<file path="config.mk">
export PLATFORM = sky130hd
export DESIGN_NAME = div_share_arbiter
export DESIGN_NICKNAME = d
export VERILOG_FILES = /design/src/rtl/div_share_arbiter.sv
export SDC_FILE = /design/constraint.sdc
export NUM_CORES = 1
export LEC_CHECK = 0
export ABC_AREA = 0
export ABC_CLOCK_PERIOD_IN_PS = 3200
export CAP_MARGIN = 25
export CORE_ASPECT_RATIO = 1.25
export CORE_UTILIZATION = 40
export CTS_CLUSTER_DIAMETER = 120
export DETAILED_ROUTE_END_ITERATION = 10
export PLACE_DENSITY_LB_ADDON = 0.08
export SLEW_MARGIN = 30
export SYNTH_ARGS = -nofsm -noshare
export SYNTH_HDL_FRONTEND = slang
export SYNTH_SLANG_ARGS = --single-unit
</file>
<file path="constraint.sdc">
create_clock -name clk -period 3.2 [get_ports clk]
set_input_delay 0.32 -clock clk [delete_from_list [all_inputs] [get_ports clk]]
set_output_delay 0.32 -clock clk [all_outputs]
set_load 0.005 [all_outputs]
</file>
<file path="src/rtl/div_share_arbiter.sv">
// Purpose : shares one iterative divider between two request lanes (round-robin),
//           resolving divide-by-zero / signed overflow locally and honouring per-lane kill.
// Latency : accept T -> divider start T+1 -> result one cycle after div_done; fast path T+1.
// Backpr. : one op in flight; reqN_ready only in IDLE for the granted lane; responses
//           are never backpressured (one-cycle respN_valid pulse).
// Ports   : reqN_* / killN / respN_* per lane (N=0,1); div_* drive/observe the divider;
//           busy high whenever the controller is not IDLE.
module div_share_arbiter #(
  parameter int XLEN = 32,
  parameter int OP_W = 3
) (
  input  logic            clk,
  input  logic            reset,
  input  logic            req0_valid,
  output logic            req0_ready,
  input  logic [OP_W-1:0] req0_op,
  input  logic [XLEN-1:0] req0_a,
  input  logic [XLEN-1:0] req0_b,
  input  logic            kill0,
  output logic            resp0_valid,
  output logic [XLEN-1:0] resp0_result,
  input  logic            req1_valid,
  output logic            req1_ready,
  input  logic [OP_W-1:0] req1_op,
  input  logic [XLEN-1:0] req1_a,
  input  logic [XLEN-1:0] req1_b,
  input  logic            kill1,
  output logic            resp1_valid,
  output logic [XLEN-1:0] resp1_result,
  output logic            div_md_type,
  output logic [OP_W-1:0] div_op,
  output logic [XLEN-1:0] div_in1,
  output logic [XLEN-1:0] div_in2,
  input  logic [XLEN-1:0] div_result,
  input  logic            div_done,
  output logic            busy
);

  typedef enum logic [1:0] {IDLE, ISSUE, WAIT, RESP} state_t;

  localparam logic [XLEN-1:0] MIN_INT = {1'b1, {(XLEN-1){1'b0}}};

  state_t          state, state_nxt;
  logic            rr_ptr, owner, killed;
  logic [OP_W-1:0] op_q;
  logic [XLEN-1:0] a_q, b_q, result_q;

  logic            elig0, elig1, grant_vld, grant_lane;
  logic [OP_W-1:0] sel_op;
  logic [XLEN-1:0] sel_a, sel_b;
  logic            is_rem, is_uns, b_zero, sgn_ovf, fast_hit;
  logic [XLEN-1:0] fast_res;
  logic            kill_owner;

  // Arbitration: a lane being killed this cycle is not eligible.
  assign elig0      = req0_valid && !kill0;
  assign elig1      = req1_valid && !kill1;
  assign grant_vld  = (state == IDLE) && (elig0 || elig1) && !reset;
  assign grant_lane = (elig0 && elig1) ? rr_ptr : elig1;

  assign sel_op = grant_lane ? req1_op : req0_op;
  assign sel_a  = grant_lane ? req1_a  : req0_a;
  assign sel_b  = grant_lane ? req1_b  : req0_b;

  // op[1] selects remainder, op[0] selects unsigned.
  assign is_rem  = sel_op[1];
  assign is_uns  = sel_op[0];
  assign b_zero  = (sel_b == '0);
  assign sgn_ovf = !is_uns && (sel_a == MIN_INT) && (sel_b == '1);
  assign fast_hit = b_zero || sgn_ovf;

  always_comb begin
    fast_res = '0;
    if (b_zero)
      fast_res = is_rem ? sel_a : '1;
    else if (sgn_ovf)
      fast_res = is_rem ? '0 : MIN_INT;
  end

  assign kill_owner = owner ? kill1 : kill0;

  always_ff @(posedge clk or posedge reset) begin
    if (reset)
      state <= IDLE;
    else
      state <= state_nxt;
  end

  always_comb begin
    state_nxt    = state;
    req0_ready   = 1'b0;
    req1_ready   = 1'b0;
    resp0_valid  = 1'b0;
    resp1_valid  = 1'b0;
    resp0_result = '0;
    resp1_result = '0;
    div_md_type  = 1'b0;
    div_op       = '0;
    div_in1      = '0;
    div_in2      = '0;
    busy         = (state != IDLE);

    if (state != IDLE) begin
      div_op  = op_q;
      div_in1 = a_q;
      div_in2 = b_q;
    end

    case (state)
      IDLE: begin
        req0_ready = grant_vld && !grant_lane;
        req1_ready = grant_vld &&  grant_lane;
        if (grant_vld)
          state_nxt = fast_hit ? RESP : ISSUE;
      end
      ISSUE: begin
        div_md_type = 1'b1;
        state_nxt   = WAIT;
      end
      WAIT: begin
        // A kill landing on the done cycle still discards the result.
        if (div_done)
          state_nxt = (killed || kill_owner) ? IDLE : RESP;
      end
      RESP: begin
        // Owner kill in RESP just suppresses the pulse.
        resp0_valid  = !owner && !kill0;
        resp1_valid  =  owner && !kill1;
        resp0_result = resp0_valid ? result_q : '0;
        resp1_result = resp1_valid ? result_q : '0;
        state_nxt    = IDLE;
      end
      default: state_nxt = IDLE;
    endcase
  end

  always_ff @(posedge clk or posedge reset) begin
    if (reset) begin
      rr_ptr   <= 1'b0;
      owner    <= 1'b0;
      killed   <= 1'b0;
      op_q     <= '0;
      a_q      <= '0;
      b_q      <= '0;
      result_q <= '0;
    end else begin
      if (grant_vld) begin
        op_q   <= sel_op;
        a_q    <= sel_a;
        b_q    <= sel_b;
        owner  <= grant_lane;
        rr_ptr <= !grant_lane;
        killed <= 1'b0;
        if (fast_hit)
          result_q <= fast_res;
      end
      if ((state == ISSUE || state == WAIT) && kill_owner)
        killed <= 1'b1;
      if (state == WAIT && div_done)
        result_q <= div_result;
    end
  end

endmodule
</file>
# ---- Yosys cells after proc, flatten, opt, wreduce, memory -nomap -nowiden
# Cells that the tools add are included.
dict set report totals {
  wordCells 77
  inputBits 173
  output_inout_bits 137
  register_bits 104
}
dict set report classes {
  n_mux 31
  eq_ne 7
  reduce_logical 31
}
# cell count
set ops {}
lappend ops {{$mux 32} 15}
lappend ops {{$eq 32x32->1 const B} 2}
lappend ops {{$logic_not 32->1} 1}
lappend ops {{$logic_and 1x1->1} 13}
lappend ops {{$mux 1} 9}
lappend ops {{$mux 2} 4}
lappend ops {{$pmux 2 s4} 1}
lappend ops {{$reduce_bool 2->1} 4}
lappend ops {{$logic_not 1->1} 6}
lappend ops {{$mux 3} 2}
lappend ops {{$eq 2x2->1 const B} 2}
lappend ops {{$logic_or 1x1->1} 4}
lappend ops {{$ne 2x2->1 const B} 2}
lappend ops {{$reduce_and 2->1} 2}
lappend ops {{$eq 2x1->1 const B} 1}
lappend ops {{$logic_not 2->1} 1}

# ---- Depth between registers and ports, before layout
# Gate-level depths: netlist of the first run.
dict set report depth {
  ltp_word 13
  depth_mapped 9
  mapped_depth_nobuf 7
}

# ---- Worst setup path before layout of the first run
# OpenSTA, ideal clock, no wires.
dict set report synth_timing {
  kind {input port to flip-flop}
  startpoint {input reset}
  endpoint {register result_q[10]}
  path_slack_ps 360
  t_arrival_ps 2758
  n_path_buf 2
  stages 7
  required_ps 3118
  setup_ps 82
  path_cell_list {inv_2 nand3_2 buf_6 nand2b_1 dlymetal6s2s_1 a21o_1 a31oi_1}
}
dict set report synth_via {
  elab_chain_len 4
}
# element line_no
set synth_rtl {}
lappend synth_rtl {{start: declaration} 13} ;# input logic reset,
lappend synth_rtl {{$logic_not 1->1 (no line)} -}
lappend synth_rtl {{$logic_and 1x1->1} 58} ;# assign grant_vld = (state == IDLE) && (elig0 || elig1) && !reset;
lappend synth_rtl {{$reduce_bool 2->1 (no line)} -}
lappend synth_rtl {{$reduce_and 2->1 (no line)} -}
lappend synth_rtl {{end signal: assignment} 155} ;# result_q <= fast_res;
lappend synth_rtl {{end signal: assignment} 160} ;# result_q <= div_result;
lappend synth_rtl {{end: declaration} 46} ;# logic [XLEN-1:0] a_q, b_q, result_q;
# No other way between the ends.
# A chain may end at the register's enable or synchronous reset.

# ---- Worst setup path in the final report of the first run
dict set report layout_timing {
  startpoint {input kill0}
  endpoint {output req1_ready}
}
dict set report layout_via {
  elab_chain_len 7
  word_cells_on_any_way 9
  cone_classes {2 x mux; 7 x reduce/logical}
}
# element line_no
set layout_rtl {}
lappend layout_rtl {{start: declaration} 19} ;# input logic kill0,
lappend layout_rtl {{$logic_not 1->1 (*)} 56} ;# assign elig0 = req0_valid && !kill0;
lappend layout_rtl {{$logic_and 1x1->1 (*)} 56}
lappend layout_rtl {{$logic_or 1x1->1} 58}
lappend layout_rtl {{$logic_and 1x1->1 (2 in series)} 58}
lappend layout_rtl {{$logic_and 1x1->1 (*)} 112} ;# req1_ready = grant_vld && grant_lane;
lappend layout_rtl {{$mux 1 (*)} 109} ;# case (state)
lappend layout_rtl {{end: declaration} 23} ;# output logic req1_ready,
# Every way passes the cells marked *; elsewhere a longest branch is shown, timed or not.

==> results.sh, run 1 <==
export IMPL_yosysTopAreaCell="dfrtp_1"
export IMPL_cts_buffers=9
export IMPL_max_stage_delay_ps=480
export IMPL_critPathBufInv=3
export IMPL_yosysSeqAreaShare_pct=39.1
export IMPL_p_leak_nw=4.41
export IMPL_async_flop_share_pct=100
export IMPL_finalSetupTns_ps=0
export IMPL_hp_class="in2async"
export IMPL_synth_cells=738
export IMPL_routed_wl_um=25100
export IMPL_grt_usage_pct=29.7
export IMPL_synthTopCellsByCount="dfrtp_1, nand2_1, nor2b_1"
export IMPL_place_congestion=0.917
export IMPL_ys_ff_latch=104
export IMPL_synth_area_per_cell_um2=9.02
export IMPL_via_per_inst=5.29
export IMPL_finalWorstPathRequiredPeriod_ps=2650
export IMPL_fp_dieW_um=117
export IMPL_synth_top_cells_by_area="dfrtp_1, mux2i_1, nor2b_1"
export IMPL_crit_top_cell="clkdlybuf4s50_1"
export IMPL_rsz0062_at_grt="no"
export IMPL_cts_hold_buf=0
export IMPL_maxCapViolations=0
export IMPL_firstDrtPassIters=5
export IMPL_crit_arrival_ps=2330
export IMPL_worstRegToRegCells=7
export IMPL_nNetsFinal=1202
export IMPL_grt_ovfl_total=0
export IMPL_critPathMaxFanout=17
export IMPL_p_per_area_mw_per_mm2=638
export IMPL_ys_flop_type="dfrtp_1"
export IMPL_criticalPathCategory="in2out"
export IMPL_synth_most_common_cell="dfrtp_1"
export IMPL_portBuffers=309
export IMPL_startpoint="kill0"
export IMPL_power_total_mw=6.48
export IMPL_path_clk_slew_ps=70
export IMPL_first_global_vias=6781
export IMPL_whs_ps=439
export IMPL_antenna_found_initial=1
export IMPL_final_cells=1246
export IMPL_end_kind="output pin"
export IMPL_skew_ps=10.9
export IMPL_drcViolationCount=0
export IMPL_worst_path_max_delay_cell="clkdlybuf4s50_1"
export IMPL_yosys_warnings=0
export IMPL_die_area_mm2=0.0172
export IMPL_cts_setup_buffers=0
export IMPL_syn_area_mm2=0.00666
export IMPL_post_drt_wl_per_cell_um=20.1
export IMPL_hold_viol=0
export IMPL_status="completed"
export IMPL_grt_max_degree=77
export IMPL_synth_top_area_share_pct=39.1
export IMPL_drive_gt1_share_pct=6.80
export IMPL_cp_depth=6
export IMPL_ant_nets=0
export IMPL_maxSlewViolCount=0
export IMPL_cts_sinks=104
export IMPL_dp_cells=1230
export IMPL_post_cts_resized=0
export IMPL_tightest_slew_ps=730
export IMPL_synth_edf_count=0
export IMPL_setup_viol=0
export IMPL_grt_pass1_wl_um=39100
export IMPL_clk_latency_ps=340
export IMPL_drtIter0Drc=623
export IMPL_post_route_period_util_pct=82.9
export IMPL_max_clock_path_buffers=2
export IMPL_cts_tree="yes"
export IMPL_die_height_um=146
export IMPL_path_delay_family="buffers and inverters"
export IMPL_crit_chain="clkdlybuf4s50_1 > nor3b_2 > or2_4 > buf_4 > nor2_1 > clkdlybuf4s50_1"
export IMPL_start_util_pct=40.9
export IMPL_dp_hpwl_um=19500
export IMPL_syn_to_final_growth_pct=52.7
export IMPL_syn_nets=915
export IMPL_worstPathRequired_ps=2880
export IMPL_r2r_start="rr_ptr"
export IMPL_post_synth_num_cell_types=53
export IMPL_core_mm2=0.0163
export IMPL_vdd_drop_max_mv=0.312
export IMPL_vias=6595
export IMPL_relSlewSlack_pct=51.4
export IMPL_cts_root_buffer="clkbuf_16"
export IMPL_start_kind="input port"
export IMPL_io_pins=310
export IMPL_h_tree_depth=3
export IMPL_fmax_ghz=0.377
export IMPL_rows=52
[kinds of logic after synthesis]
| kind of cell | count (synthesis) | share of synthesized area, % |
|---|---|---|
| buffers and inverters | 60 | 5.55 |
| flip-flops | 104 | 39.1 |
| multiplexers | 68 | 10.3 |
| AND/OR/NAND/NOR | 358 | 30.4 |
| AO/OA/AOI/OAI | 144 | 13.9 |
| adder cells (fa/ha/maj) | 4 | 0.752 |
[layer usage]
metal	global-route usage (%)	part of all wire (%)	routed length, um	vias to the layer above
met2	51.4	49	12300	331
met4	9.29	2.5	621	0
met5	0	0	0	-
met3	6.68	7.9	1980	35
met1	36.4	41	10200	3097
li1	-	-	-	3132
[power by group]
part / internal [mW] / leakage [nW] / switching [mW] / total, mW
clock network: 0.628 / 0.138 / 0.500 / 1.13
registers: 1.94 / 1.25 / 0.402 / 2.34
logic: 1.68 / 3.02 / 1.34 / 3.02
[path summary, 6_finish.rpt]
| check | endpoint | slack (ps) |
|---|---|---|
| setup / recovery | req1_ready | 550 |
| hold / removal | b_q[2] | 440 |
| setup reg to reg | result_q[31] | 810 |
| hold reg to reg | a_q[14] | 480 |
| max in group asynchronous | a_q[8] | 1710 |
| min in group clk | a_q[14] | 480 |
[stage by stage]
stage | area [um^2] | utilization [%] | setup WS [ps]
4_1_cts | 10200 | 62.5 | 508
6_report | 10200 | 62.5 | 547
2_1_floorplan | 6660 | - | 360
3_3_place_gp | 9860 | 60.6 | 344
5_1_grt | 10200 | 62.5 | 405
3_5_place_dp | 9860 | 60.6 | 324
[state kept, by name, indices dropped and copies added, names as in the netlist]
name,count
op_q,3
b_q,32
rr_ptr,1
owner,1
result_q,32
state,2
killed,1
a_q,32
[worst min-delay path: cells and delay by family]
family / cells / cell delay [ps]
buffers and inverters: 3 / 890
[cell usage in the layout (no fill, tap or decap), drive strengths merged, types with 2 or more instances in the layout]
master / count
nand3: 6
nand2b: 37
mux2i: 66
nor3: 6
clkinvlp: 2
a32o: 2
mux2: 2
nor2b: 67
a21oi: 4
o21ai: 67
nor4: 24
clkbuf: 11
nor2: 41
dfrtp: 104
and2: 64
or4: 6
nor3b: 2
or4b: 2
inv: 9
ha: 4
nand4b: 2
clkdlybuf4s50: 309
nand2: 78
nor4b: 4
buf: 19
a21o: 34
a31oi: 32
or3: 4
nand4: 12
[area by class of cell]
cell class / instances / area [um^2]
Antenna cell: 1 / 2.50
Clock inverter: 4 / 53.8
Multi-Input combinational cell: 574 / 3710
Timing Repair Buffer: 328 / 3250
Clock buffer: 11 / 243
Tap cell: 216 / 270
Sequential cell: 104 / 2600
Fill cell: 1475 / 6100
Inverter: 8 / 32.5
(Power assumes the default switching activity.)
==> run 2, diff against run 1 <==
- ABC_CLOCK_PERIOD_IN_PS: 3200 -> 2700
- clock period: 3.2 -> 2.7 ns (I/O delays scaled with it)
==> results.sh, run 2 (synthesis gave the netlist of run 1 again) <==
export IMPL_status="completed"
export IMPL_critPathMaxFanout=33
export IMPL_cts_buffers=9
export IMPL_finalWorstPathRequiredPeriod_ps=2400
export IMPL_cts_sinks=104
export IMPL_firstDrtPassIters=4
export IMPL_grt_pass1_wl_um=38800
export IMPL_drcViolationCount=0
export IMPL_nNetsFinal=1221
export IMPL_die_area_mm2=0.0172
export IMPL_drtIter0Drc=405
export IMPL_fp_dieW_um=117
export IMPL_criticalPathCategory="reg2out"
export IMPL_hold_viol=0
export IMPL_place_congestion=0.925
export IMPL_final_area_mm2=0.0104
export IMPL_setup_viol=0
export IMPL_layout_common_cells="clkdlybuf4s50_1, dfrtp_1, nand2_1"
export IMPL_post_cts_resized=0
export IMPL_placedInstanceArea_mm2=0.0101
export IMPL_io_pins=310
export IMPL_rows=52
export IMPL_grt_usage_pct=29.6
export IMPL_skew_ps=12.9
export IMPL_first_global_vias=6792
export IMPL_antenna_found_initial=0
export IMPL_vdd_drop_max_mv=0.350
export IMPL_p_leak_nw=4.53
export IMPL_power_total_mw=7.68
export IMPL_setup_slack_ps=303
export IMPL_cts_hold_buf=0
export IMPL_reg2reg_slack_ps=490
export IMPL_ant_nets=0
export IMPL_nFillCells=1438
export IMPL_pre_cts_ws_ps=-10.1
export IMPL_drive_gt1_share_pct=8.67
export IMPL_maxCapViolations=0
export IMPL_cts_setup_buffers=0
export IMPL_layout_commonest_cell="clkdlybuf4s50_1"
export IMPL_crit_arrival_ps=2130
export IMPL_end_kind="output pin"
export IMPL_final_util_pct=63.7
export IMPL_grt_ovfl_total=0
export IMPL_via_per_inst=5.20
export IMPL_syn_to_final_growth_pct=55.7
export IMPL_dp_hpwl_um=19700
export IMPL_vias=6572
export IMPL_fmax_ghz=0.417
export IMPL_cts_root_buffer="clkbuf_16"
export IMPL_cts_tree="yes"
export IMPL_worstPathRequired_ps=2430
export IMPL_start_kind="flip-flop"
export IMPL_grt_max_degree=112
export IMPL_hp_class="in2async"
export IMPL_core_mm2=0.0163
export IMPL_tightest_slew_ps=631
export IMPL_antenna_cells=0
export IMPL_h_tree_depth=3
export IMPL_relSlewSlack_pct=57.9
export IMPL_top_regs="a_q: 32 flops, b_q: 32 flops, result_q: 32 flops"
export IMPL_clk_latency_ps=360
export IMPL_finalSetupTns_ps=0
export IMPL_p_per_area_mw_per_mm2=740
export IMPL_max_clock_path_buffers=2
export IMPL_maxSlewViolCount=0
export IMPL_rsz0062_at_grt="no"
export IMPL_post_drt_wl_per_cell_um=19.8
export IMPL_die_height_um=146
export IMPL_start_util_pct=40.9
export IMPL_portBuffers=309
export IMPL_path_clk_slew_ps=70
export IMPL_routed_wl_um=25100
export IMPL_post_route_period_util_pct=88.8
==> run 2: changes by cell type in the layout (fill, tap and decap cells not counted), sizes merged <==
cell,previous run,this run
bufinv,1,0
clkinvlp,2,1
buf,19,38
clkinv,0,2
clkbuf,11,10
inv,9,11
diode,1,0
==> run 2: report_power, final <==
group / total, mW / switching (mW) / internal, mW
registers: 2.76 / 0.465 / 2.29
logic: 3.62 / 1.59 / 2.03
clock network: 1.30 / 0.635 / 0.665
total: 7.68 / 2.69 / 4.99
==> run 2: layout make-up <==
type / instances / area (um^2) / area share [%]
multi-input cells: 574 / 3700 / 35.7
repair buffers: 347 / 3470 / 33.4
flip-flops and latches: 104 / 2600 / 25.1
well taps: 216 / 270 / 2.61
clock buffers: 10 / 239 / 2.31
clock inverters: 6 / 50.0 / 0.483
inverters: 8 / 32.5 / 0.314
==> run 2: through the flow <==
step	instances	hold slack (ps)
detailed placement	1249	464
global route	1265	196
global placement	1249	452
CTS	1265	183
floorplan	738	413
finish	1265	185
==> run 2: path summary, 6_finish.rpt <==
check | end | cells past startpoint | from
worst max-delay path | resp0_result[19] | 5 | state[0]
worst max register to register | result_q[5] | 9 | rr_ptr
worst min-delay path | b_q[10] | 2 | reset
worst min register to register | op_q[1] | 2 | op_q[1]
max in group asynchronous | b_q[13] | 4 | reset
min in group clk | op_q[1] | 2 | op_q[1]
==> run 2: worst max-delay path: stages, from the launching register on <==
cell and delay, ps:
dfrtp_1 410, ha_1 200, nor3b_2 260, buf_12 210
and2_1 180, clkdlybuf4s50_1 510
==> run 2: routing by layer <==
metal  routed length [um]  global-route usage (%)  up-vias
li1                     -                       -     3163
met1                10200                    35.2     3074
met4                  637                    10.3        0
met2                12300                    51.3      296
met5                    0                       0        -
met3                 1930                    7.70       39
==> run 3, diff against run 2 <==
- SKIP_CTS_REPAIR_TIMING: unset -> 1
==> results of run 3 <==
Same layout as run 2: the final DEF is identical, and so are final timing and power.
